===== config.mk =====
export PLATFORM = sky130hd
export DESIGN_NAME = spi_arb
export DESIGN_NICKNAME = d
export VERILOG_FILES = /design/src/rtl/spi_arb.sv
export SDC_FILE = /design/constraint.sdc
export NUM_CORES = 1
export LEC_CHECK = 0
export CORE_UTILIZATION = 45
export CTS_CLUSTER_DIAMETER = 80
export DETAILED_ROUTE_END_ITERATION = 7
export HOLD_SLACK_MARGIN = 0.05
export MAX_ROUTING_LAYER = met4
export PLACE_DENSITY_LB_ADDON = 0.15
export SYNTH_ARGS = -nofsm -noshare
export SYNTH_HDL_FRONTEND = slang
export SYNTH_SLANG_ARGS = --single-unit

===== constraint.sdc =====
create_clock -name clk -period 2.65 [get_ports clk]
set_input_delay 0.53 -clock clk [delete_from_list [all_inputs] [get_ports clk]]
set_output_delay 0.53 -clock clk [all_outputs]
set_load 0.05 [all_outputs]

===== src/rtl/spi_arb.sv =====
// spi_arb: two-port round-robin arbiter and sequencer for one shared 16-bit
// SPI master. It grants one requester at a time, launches its command with a
// one-cycle strobe, and waits for a rising edge of the master's level-type
// done. It then returns the read word with a one-cycle ack to that port. A
// watchdog aborts a transfer whose done never arrives: the port gets ack with
// rdat=FFFF and err pulses alongside the ack.
//
// Ports:
//   clk, rst_n            clock, async active-low reset
//   req0/cmd0/ack0/rdat0  requester port 0 (req level, ack pulse)
//   req1/cmd1/ack1/rdat1  requester port 1
//   spi_wrt/spi_cmd       launch strobe and command to the SPI master
//   spi_done/spi_rd_data  master done level and read word
//   busy                  high while not IDLE
//   err                   pulses with an ack caused by timeout
module spi_arb #(
  parameter int TIMEOUT_CYC = 1023
) (
  input  logic        clk,
  input  logic        rst_n,
  input  logic        req0,
  input  logic [15:0] cmd0,
  output logic        ack0,
  output logic [15:0] rdat0,
  input  logic        req1,
  input  logic [15:0] cmd1,
  output logic        ack1,
  output logic [15:0] rdat1,
  output logic        spi_wrt,
  output logic [15:0] spi_cmd,
  input  logic        spi_done,
  input  logic [15:0] spi_rd_data,
  output logic        busy,
  output logic        err
);

  localparam logic [10:0] TMO = 11'(TIMEOUT_CYC);

  typedef enum logic [1:0] {IDLE, LAUNCH, WAIT, GAP} state_t;

  state_t      state, state_nxt;
  logic        gnt, gnt_nxt, last_gnt;
  logic        done_q;
  logic [10:0] tcnt;
  logic [10:0] tcnt_inc;
  logic        done_rise;
  logic        grant, finish, timeout;

  // A done level left over from the previous transfer is filtered out by
  // looking only for a 0->1 transition.
  assign done_rise = spi_done & ~done_q;

  // tcnt_inc counts WAIT cycles including the current one, so the abort
  // ack lands TIMEOUT_CYC+1 cycles after the launch cycle.
  assign tcnt_inc  = tcnt + 11'd1;

  always_comb begin
    state_nxt = state;
    gnt_nxt   = gnt;
    grant     = 1'b0;
    finish    = 1'b0;
    timeout   = 1'b0;
    case (state)
      IDLE: begin
        if (req0 | req1) begin
          grant     = 1'b1;
          // On a tie the port that did not win last time gets the grant.
          gnt_nxt   = (req0 & req1) ? ~last_gnt : req1;
          state_nxt = LAUNCH;
        end
      end
      LAUNCH: state_nxt = WAIT;
      WAIT: begin
        // Completion takes priority over a coincident timeout.
        if (done_rise) begin
          finish    = 1'b1;
          state_nxt = GAP;
        end else if (tcnt_inc == TMO) begin
          finish    = 1'b1;
          timeout   = 1'b1;
          state_nxt = GAP;
        end
      end
      GAP: state_nxt = IDLE;
      default: state_nxt = IDLE;
    endcase
  end

  always_ff @(posedge clk or negedge rst_n) begin
    if (!rst_n) begin
      state    <= IDLE;
      gnt      <= 1'b0;
      last_gnt <= 1'b1;
      done_q   <= 1'b0;
      tcnt     <= '0;
      spi_wrt  <= 1'b0;
      spi_cmd  <= '0;
      ack0     <= 1'b0;
      ack1     <= 1'b0;
      rdat0    <= '0;
      rdat1    <= '0;
      busy     <= 1'b0;
      err      <= 1'b0;
    end else begin
      state   <= state_nxt;
      done_q  <= spi_done;
      spi_wrt <= grant;
      busy    <= (state_nxt != IDLE);
      ack0    <= finish & ~gnt;
      ack1    <= finish & gnt;
      err     <= timeout;
      if (grant) begin
        gnt      <= gnt_nxt;
        last_gnt <= gnt_nxt;
        spi_cmd  <= gnt_nxt ? cmd1 : cmd0;
      end
      if (state == LAUNCH)
        tcnt <= '0;
      else if (state == WAIT)
        tcnt <= tcnt_inc;
      if (finish) begin
        if (gnt) rdat1 <= timeout ? 16'hFFFF : spi_rd_data;
        else     rdat0 <= timeout ? 16'hFFFF : spi_rd_data;
      end
    end
  end

endmodule


==> results of run 1 <==
## kinds of logic after synthesis
kind of cell	after synthesis	share of synthesized area [%]
fa+ha+maj	6	2.408
xor+xnor	3	0.8429
buf+inv	18	2.688
compound gates	48	9.631
simple gates	90	13.28
mux	49	15.73
flops	69	55.42
## synthesized netlist by cell type
master and number:
ha_1 6, nor3b_1 1, o211ai_1 1, or4_4 1, nor2_1 8, dfstp_2 1
buf_6 2, inv_1 6, xnor2_1 1, o2bb2ai_1 2, buf_1 1, nand3_1 5
nor3_1 3, nand2b_1 4, o21a_1 2, and4_1 2, o21ai_0 27, a31oi_1 1
and3_1 1, nor2b_1 1, nand4b_2 2, or3_1 1, nand2_1 60, clkbuf_1 8
mux2i_1 49, a21oi_1 6, a22o_1 3, dfrtp_1 68, xor2_1 2, buf_2 1
o21ai_1 1, o31ai_1 4, a2111oi_4 1, nand4b_1 1
## critical path: cells and delay by family (launching register included)
kind / cells / cell delay (ns)
flops: 1 / 0.45
simple gates: 4 / 1.35
compound gates: 1 / 0.50
## registers in the layout (all words and copies together) (netlist names)
| register | count |
|---|---|
| ack0 | 1 |
| rdat1 | 16 |
| done_q | 1 |
| rdat0 | 16 |
| state | 2 |
| spi_wrt | 1 |
| gnt | 1 |
| busy | 1 |
| spi_cmd | 16 |
| err | 1 |
| tcnt | 11 |
| last_gnt | 1 |
| ack1 | 1 |
## final cells by class
type | count | area (um^2) | area share [%]
clock buffer | 11 | 151.4 | 3.385
clock inverter | 5 | 58.81 | 1.315
inverter | 6 | 22.52 | 0.5035
multi-input combinational | 196 | 1313 | 29.34
sequential | 69 | 1728 | 38.63
tap | 77 | 96.34 | 2.154
timing repair buffer | 111 | 1104 | 24.67
## cells in the final DEF (no fill, tap or decap), types with 3 or more instances in the layout
cell / count
a21oi_1: 6
a22o_1: 3
buf_4: 5
clkbuf_8: 11
clkdlybuf4s50_1: 104
dfrtp_1: 68
ha_1: 6
inv_1: 6
mux2i_1: 49
nand2_1: 60
nand2b_1: 4
nand3_1: 5
nor2_1: 7
nor3_1: 3
o21ai_0: 27
o31ai_1: 4
## final timing paths
path	to	slack, ns	from
min	rdat1[2]$_DFFE_PN0P_	0.19	rst_n
min in group clk	tcnt[10]$_DFFE_PN0P_	0.47	tcnt[10]$_DFFE_PN0P_
max in group asynchronous	last_gnt$_DFFE_PN1P_	2.11	rst_n
max	rdat0[14]$_DFFE_PN0P_	0.28	tcnt[2]$_DFFE_PN0P_
max reg2reg	rdat0[14]$_DFFE_PN0P_	0.28	tcnt[2]$_DFFE_PN0P_
min reg2reg	tcnt[10]$_DFFE_PN0P_	0.47	tcnt[10]$_DFFE_PN0P_
## per-stage QoR
step / utilization, % / worst slack, ns
after floorplan: - / 0.5405
after global placement: 65.27 / 0.3701
after detailed placement: 65.27 / 0.2910
after CTS: 68.49 / 0.2615
after global routing: 68.49 / 0.07960
final: 68.49 / 0.2804
## power groups by stage
stage                     clock network [mW]  registers (mW)  logic, mW
final                                  0.878            1.78       3.26
after global routing                   0.955            1.84       3.47
after CTS                              0.899            1.78       3.29
after detailed placement                   0            1.80       3.28
after global placement                     0            1.77       3.24
after floorplan                            0            3.07      0.870
## per-layer routing
metal,vias up,routed length [um]
li1,1198,-
met1,1145,3067
met2,93,3297
met3,8,431
met4,0,82
met5,-,0
==> impl_metrics.py, run 1 <==
metrics = {
    "status": {
        "status": "completed",
    },
    "sta": {
        "tightest_slew_ns": 0.5487,
        "relSlewSlack_pct": 63.30,
        "timing.final.hold_violations": 0,
        "fin_setup_tns_ns": 0,
        "finalCriticalPeriod_ns": 2.370,
        "max_clock_freq_mhz": 422.0,
        "period_share_pct": 89.42,
        "rsz0062_at_grt": "no",
        "setup_viol": 0,
        "fin_skew_ns": 0.007751,
        "whs_ns": 0.1937,
        "maxSlewViolCount": 0,
    },
    "grt": {
        "grtUsageTotal_pct": 21.35,
        "grt_use_met2_pct": 33.36,
        "top_usage_layer": "met2",
        "grt_pass1_vias": 2452,
        "antenna_found_initial": 0,
        "grt_pass1_wl_um": 11670,
        "grt_max_degree": 70,
        "gr-total-overflow": 0,
        "grt_util_met3_pct": 5.350,
        "met1_usage_pct": 27.17,
    },
    "cells_and_area": {
        "syn2layout_area_growth_pct": 43.46,
        "fillers": 503,
        "postLayoutCellArea_um2": 4473,
        "nets": 452,
        "n_antenna_cell": 0,
        "fin_cells": 475,
        "drive_gt1_share_pct": 7.538,
    },
    "drt": {
        "firstDrtPassIters": 5,
        "ant_nets": 0,
        "drt_iter0_markers": 103,
        "totalWireLength_um": 6878,
        "vias": 2444,
        "drc_errors": 0,
        "vias_per_cell": 5.145,
        "avgRoutedWirePerCell_um": 14.48,
    },
    "setup_path": {
        "critPathSlowestCell": "or4_4",
        "cp_slowest_stage_delay_ns": 0.56,
        "worstPathArrival_ns": 2.63,
        "ff2ff_path_depth": 5,
        "crit_chain": "nand3_1, or4_4, a2111oi_4, nand4b_2, nand2_1",
        "required_ns": 2.91,
        "crit_fanout": 16,
        "critPathLaunchType": "flop",
        "endpoint_kind": "flop",
        "critPathKind": "reg2reg",
    },
    "clocking": {
        "clkSinkCount": 69,
        "cts_tree": "built",
        "hold_buffers": 0,
        "ctsHtreeMaxLevel": 3,
        "clockRootBuffer": "clkbuf_8",
        "cts_buffers": 9,
        "cts.reportedPaths.clkPinSlew_ns": 0.07,
        "cts_resized": 0,
        "clk_latency_ns": 0.34,
        "cts.path.max_buffers": 2,
        "post-cts-setup-buffers": 0,
    },
    "floorplan": {
        "io_pins": 106,
        "die_area_um2": 7266,
        "fp-row-count": 29,
        "die_y_um": 85.24,
        "start_util_pct": 47.74,
        "fp.dieW_um": 85.24,
        "core_area_um2": 6531,
    },
    "job": {
        "cap_violations": 0,
    },
    "synth": {
        "ys_seq_area_share_pct": 55.42,
        "postSynthAreaPerCell_um2": 11.02,
        "synth_cell_types": 34,
        "synth_area_um2": 3118,
        "synthTopCellsByArea": "dfrtp_1, mux2i_1, nand2_1",
        "synthCells": 283,
        "yosys.area.top_type": "dfrtp_1",
        "synth_top_area_share_pct": 54.57,
        "syn-num-nets": 342,
        "yosysWarnings": 0,
        "ys_ff_latch": 69,
    },
    "place": {
        "dp_cells": 459,
        "hpwl_um": 4936,
        "placed_area_um2": 4263,
        "io_buffers": 105,
        "routabilityCongestion": 0.8318,
    },
    "power_and_ir_drop": {
        "internal_power_mw": 3.110,
        "leakagePower_nw": 2.177,
        "pwr-share-clk_pct": 14.8,
        "p_sw_mw": 2.801,
        "power_mw": 5.911,
        "p_per_area_nw_per_um2": 1322,
        "peakVddDrop_uv": 707.7,
        "switching_share_pct": 47.39,
        "seq_power_share_pct": 30.0,
        "combPwrFrac_pct": 55.1,
    },
    "worst_hold_path": {
        "hold_class": "in2async",
    },
}
No activity file was read; power rests on OpenSTA's default activity.
==> run 2: changes to the inputs <==
--- a/config.mk
+++ b/config.mk
@@ -5,7 +5,7 @@
 export SDC_FILE = /design/constraint.sdc
 export NUM_CORES = 1
 export LEC_CHECK = 0
-export CORE_UTILIZATION = 45
+export CORE_UTILIZATION = 49
 export CTS_CLUSTER_DIAMETER = 80
 export DETAILED_ROUTE_END_ITERATION = 7
 export HOLD_SLACK_MARGIN = 0.05
==> constraint.sdc (replaced) <==
create_clock -name clk -period 3.06 [get_ports clk]
set_input_delay 0.612 -clock clk [delete_from_list [all_inputs] [get_ports clk]]
set_output_delay 0.612 -clock clk [all_outputs]
set_load 0.05 [all_outputs]
==> impl_metrics.py, run 2 (synthesized netlist as in run 1, its figures left out) <==
metrics = {
    "status": {
        "status": "completed",
    },
    "cells_and_area": {
        "drive_gt1_share_pct": 7.538,
        "multi_input_area_um2": 1313,
        "fin_cells": 473,
        "seqCellArea_um2": 1728,
        "layout_common_cells": "clkdlybuf4s50_1, dfrtp_1, nand2_1",
        "largestRegisters": "rdat0: 16 flops, rdat1: 16 flops, spi_cmd: 16 flops",
        "syn2layout_area_growth_pct": 43.42,
        "utilization_pct": 74.21,
        "fillers": 448,
        "n_antenna_cell": 0,
        "nets": 452,
        "layout_commonest_cell": "clkdlybuf4s50_1",
    },
    "grt": {
        "grt_pass1_vias": 2345,
        "grt_max_degree": 27,
        "antenna_found_initial": 0,
        "grt_pass1_wl_um": 10990,
        "grtUsageTotal_pct": 22.92,
        "gr-total-overflow": 0,
    },
    "clocking": {
        "ctsHtreeMaxLevel": 3,
        "cts.reportedPaths.clkPinSlew_ns": 0.08,
        "post-cts-setup-buffers": 0,
        "cts_buffers": 9,
        "clkSinkCount": 69,
        "cts_tree": "built",
        "clockRootBuffer": "clkbuf_8",
        "cts_resized": 0,
        "clk_latency_ns": 0.34,
        "cts.path.max_buffers": 2,
        "hold_buffers": 0,
    },
    "setup_path": {
        "ff2ff_path_depth": 5,
        "path_depth": 5,
        "cp_slowest_stage_delay_ns": 0.56,
        "crit_chain": "nand3_1, or4_4, a2111oi_4, nand4b_2, nand2_1",
        "critPathSlowestCell": "or4_4",
        "timing.rr.end": "rdat0[6]$_DFFE_PN0P_",
        "cp.buffers_inverters": 0,
        "crit_fanout": 16,
        "endpoint_kind": "flop",
        "setup.worst_path.start": "tcnt[2]$_DFFE_PN0P_",
        "reg2reg_from": "tcnt[2]$_DFFE_PN0P_",
        "critPathKind": "reg2reg",
        "required_ns": 3.31,
        "critPathLaunchType": "flop",
        "worstPathArrival_ns": 2.73,
        "crit_end": "rdat0[6]$_DFFE_PN0P_",
        "cpLargestDelayFamily": "simple AND/OR/NAND/NOR gates",
        "rrSetupSlack_ns": 0.58,
    },
    "drt": {
        "drt_iter0_markers": 71,
        "vias_per_cell": 5.262,
        "firstDrtPassIters": 4,
        "ant_nets": 0,
        "drc_errors": 0,
        "avgRoutedWirePerCell_um": 14.74,
        "vias": 2489,
        "totalWireLength_um": 6971,
    },
    "sta": {
        "fin_setup_tns_ns": 0,
        "rsz0062_at_grt": "no",
        "max_clock_freq_mhz": 402.8,
        "tightest_slew_ns": 0.5501,
        "setup_viol": 0,
        "fin_skew_ns": 0.01145,
        "maxSlewViolCount": 0,
        "period_share_pct": 81.13,
        "finalCriticalPeriod_ns": 2.483,
        "timing.final.hold_violations": 0,
        "relSlewSlack_pct": 63.21,
    },
    "floorplan": {
        "die_area_um2": 6686,
        "fp.dieW_um": 81.77,
        "die_y_um": 81.77,
        "start_util_pct": 51.74,
        "core_area_um2": 6026,
        "io_pins": 106,
        "fp-row-count": 28,
    },
    "place": {
        "io_buffers": 105,
        "routabilityCongestion": 0.8649,
        "hpwl_um": 4926,
        "dp_cells": 457,
    },
    "worst_hold_path": {
        "hold_class": "in2async",
    },
    "power_and_ir_drop": {
        "peakVddDrop_uv": 722.1,
        "p_per_area_nw_per_um2": 1159,
        "leakagePower_nw": 2.184,
    },
    "job": {
        "cap_violations": 0,
    },
}
## run 2: cell count changes in the layout (fill, tap and decap cells not counted)
| cell | delta |
|---|---|
| clkinv_2 | +1 |
| buf_4 | +1 |
| bufinv_16 | +1 |
| clkbuf_8 | -1 |
| clkinvlp_4 | -1 |
| buf_12 | -1 |
## run 2: worst min-delay path by stage
stage / startpoint / depth (start not counted) / to
final: rst_n / 1 / rdat0[15]$_DFFE_PN0P_
after global routing: rst_n / 1 / rdat0[15]$_DFFE_PN0P_
after CTS: rst_n / 1 / rdat0[15]$_DFFE_PN0P_
after detailed placement: tcnt[10]$_DFFE_PN0P_ / 1 / tcnt[10]$_DFFE_PN0P_
after global placement: spi_cmd[11]$_DFFE_PN0P_ / 2 / spi_cmd[11]$_DFFE_PN0P_
after floorplan: rst_n / 0 / ack0$_DFF_PN0_
## run 2: area by class of cell
type,count,share of cell area [%]
Inverter,6,0.5036
Tap cell,75,2.098
Clock buffer,10,3.078
Clock inverter,6,1.931
Timing Repair Buffer,111,24.40
Multi-Input combinational cell,196,29.35
Sequential cell,69,38.64
## run 2: stage by stage
stage	power, mW	setup WS, ns	instance area [um^2]	hold slack (ns)
4_1_cts	5.214	0.5685	4472	0.2587
5_1_grt	5.460	0.3972	4472	0.2826
2_1_floorplan	3.410	0.8943	3118	0.3164
3_5_place_dp	4.375	0.6245	4248	0.4628
3_3_place_gp	4.326	0.7172	4248	0.4601
6_report	5.181	0.5773	4472	0.2448
## run 2: power breakdown
part           switching (mW)  internal [mW]
Combinational            1.85          0.970
Sequential              0.234           1.30
Clock                   0.339          0.479
Total                    2.43           2.75
## run 2: metal layers
metal  wire length [um]  vias up  global-route usage [%]
met5                  0        -                       -
met4                 91        0                   9.474
met3                370        9                   4.111
met2               3446       85                   35.62
met1               3063     1192                   29.69
li1                   -     1203                       -
==> run 3: changes to the inputs <==
--- a/config.mk
+++ b/config.mk
@@ -5,7 +5,7 @@
 export SDC_FILE = /design/constraint.sdc
 export NUM_CORES = 1
 export LEC_CHECK = 0
-export CORE_UTILIZATION = 49
+export CORE_UTILIZATION = 41
 export CTS_CLUSTER_DIAMETER = 80
 export DETAILED_ROUTE_END_ITERATION = 7
 export HOLD_SLACK_MARGIN = 0.05
==> constraint.sdc (replaced) <==
create_clock -name clk -period 2.2 [get_ports clk]
set_input_delay 0.44 -clock clk [delete_from_list [all_inputs] [get_ports clk]]
set_output_delay 0.44 -clock clk [all_outputs]
set_load 0.05 [all_outputs]
==> impl_metrics.py, run 3 (synthesized netlist as in run 1, its figures left out) <==
metrics = {
    "status": {
        "status": "completed",
    },
    "setup_path": {
        "critPathKind": "reg2reg",
        "worstPathArrival_ns": 2.27,
        "reg2reg_from": "tcnt[6]$_DFFE_PN0P_",
        "setup.worst_path.start": "tcnt[6]$_DFFE_PN0P_",
        "timing.rr.end": "rdat0[14]$_DFFE_PN0P_",
        "critPathLaunchType": "flop",
        "endpoint_kind": "flop",
        "required_ns": 2.47,
        "rrSetupSlack_ns": 0.20,
        "crit_fanout": 16,
        "ff2ff_path_depth": 6,
    },
    "power_and_ir_drop": {
        "peakVddDrop_uv": 645.5,
        "power_mw": 7.130,
        "internal_power_mw": 3.779,
        "leakagePower_nw": 2.208,
        "combPwrFrac_pct": 55.9,
        "p_per_area_nw_per_um2": 1565,
        "seq_power_share_pct": 29.6,
        "switching_share_pct": 47.00,
        "p_sw_mw": 3.351,
        "pwr-share-clk_pct": 14.5,
    },
    "sta": {
        "tightest_slew_ns": 0.5432,
        "finalCriticalPeriod_ns": 1.998,
        "relSlewSlack_pct": 63.68,
        "rsz0062_at_grt": "no",
        "period_share_pct": 90.80,
        "maxSlewViolCount": 0,
        "setup_viol": 0,
        "timing.final.hold_violations": 0,
        "fin_setup_tns_ns": 0,
        "setup_slack_ns": 0.2024,
        "fin_skew_ns": 0.005479,
        "max_clock_freq_mhz": 500.6,
    },
    "floorplan": {
        "core_area_um2": 7292,
        "io_pins": 106,
        "die_y_um": 89.21,
        "start_util_pct": 42.76,
        "fp-row-count": 31,
        "die_area_um2": 7958,
        "fp.dieW_um": 89.21,
    },
    "grt": {
        "grtUsageTotal_pct": 18.61,
        "grt_pass1_vias": 2399,
        "gr-total-overflow": 0,
        "grt_pass1_wl_um": 11020,
        "antenna_found_initial": 0,
        "grt_max_degree": 70,
    },
    "place": {
        "hpwl_um": 4951,
        "pre_cts_ws_ns": 0.1293,
        "io_buffers": 105,
        "dp_cells": 487,
        "routabilityCongestion": 0.8449,
    },
    "cells_and_area": {
        "layout_common_cells": "clkdlybuf4s50_1, dfrtp_1, nand2_1",
        "fin_cells": 502,
        "syn2layout_area_growth_pct": 46.11,
        "utilization_pct": 62.47,
        "drive_gt1_share_pct": 9.181,
        "layout_commonest_cell": "clkdlybuf4s50_1",
        "n_antenna_cell": 0,
        "nets": 458,
        "largestRegisters": "rdat0: 16 flops, rdat1: 16 flops, spi_cmd: 16 flops",
    },
    "clocking": {
        "ctsHtreeMaxLevel": 3,
        "clk_latency_ns": 0.34,
        "clockRootBuffer": "clkbuf_8",
        "cts.path.max_buffers": 2,
        "clkSinkCount": 69,
        "cts_buffers": 9,
        "cts.reportedPaths.clkPinSlew_ns": 0.07,
        "cts_tree": "built",
    },
    "drt": {
        "avgRoutedWirePerCell_um": 13.72,
        "vias_per_cell": 4.948,
        "ant_nets": 0,
        "vias": 2484,
        "totalWireLength_um": 6885,
        "drc_errors": 0,
        "drt_iter0_markers": 80,
        "firstDrtPassIters": 4,
    },
    "worst_hold_path": {
        "hold_class": "in2async",
    },
    "job": {
        "cap_violations": 0,
    },
}
## run 3: metrics by stage
step	cell area, um^2	hold slack [ns]
after detailed placement	4348	0.4659
after CTS	4547	0.1294
after global routing	4556	0.1453
final	4556	0.1047
after global placement	4348	0.4558
after floorplan	3118	0.1444
## run 3: final cells by class
type                       count  area (um^2)
clock inverter                 4        47.55
multi-input combinational    196         1321
sequential                    69         1728
fill                         643         2736
timing repair buffer         117         1161
tap                           99        123.9
inverter                       6        22.52
clock buffer                  11        151.4
## run 3: power groups by stage
stage               Clock [mW]  Combinational (mW)  Sequential (mW)
floorplan                    0                1.05             3.69
global placement             0                3.96             2.12
detailed placement           0                4.01             2.14
CTS                       1.06                4.02             2.12
global route              1.11                4.26             2.18
finish                    1.03                3.98             2.11
## run 3: worst max-delay path, stage by stage (launching register included)
cell       delay [ns]
dfrtp_1          0.41
nand2_1          0.13
or4_4            0.51
a2111oi_4        0.44
nand4b_2         0.15
buf_4            0.21
nand2_1          0.09
## run 3: per-layer routing
metal | global-route usage, % | vias up | part of all wire, %
li1 | - | 1214 | -
met1 | 23.38 | 1178 | 43
met2 | 30.12 | 85 | 48
met3 | 4.247 | 7 | 7.2
met4 | 5.628 | 0 | 1.2
met5 | - | - | 0
## run 3: how the worst max path moves through the flow
stage                                        to  cells past startpoint  slack, ns
after floorplan           rdat0[10]$_DFFE_PN0P_                      7       0.09
after global placement     rdat0[2]$_DFFE_PN0P_                      6       0.18
after detailed placement  rdat0[14]$_DFFE_PN0P_                      7       0.13
after CTS                 rdat0[14]$_DFFE_PN0P_                      7       0.10
after global routing      rdat0[14]$_DFFE_PN0P_                      7       0.04
final                     rdat0[14]$_DFFE_PN0P_                      6       0.20
## run 3: repair_timing
item / CTS / global route
hold buffers: 0 / 0
setup buffers: 0 / 0
gates resized for setup: 0 / 2
endpoints found under the setup margin: 0 / 33
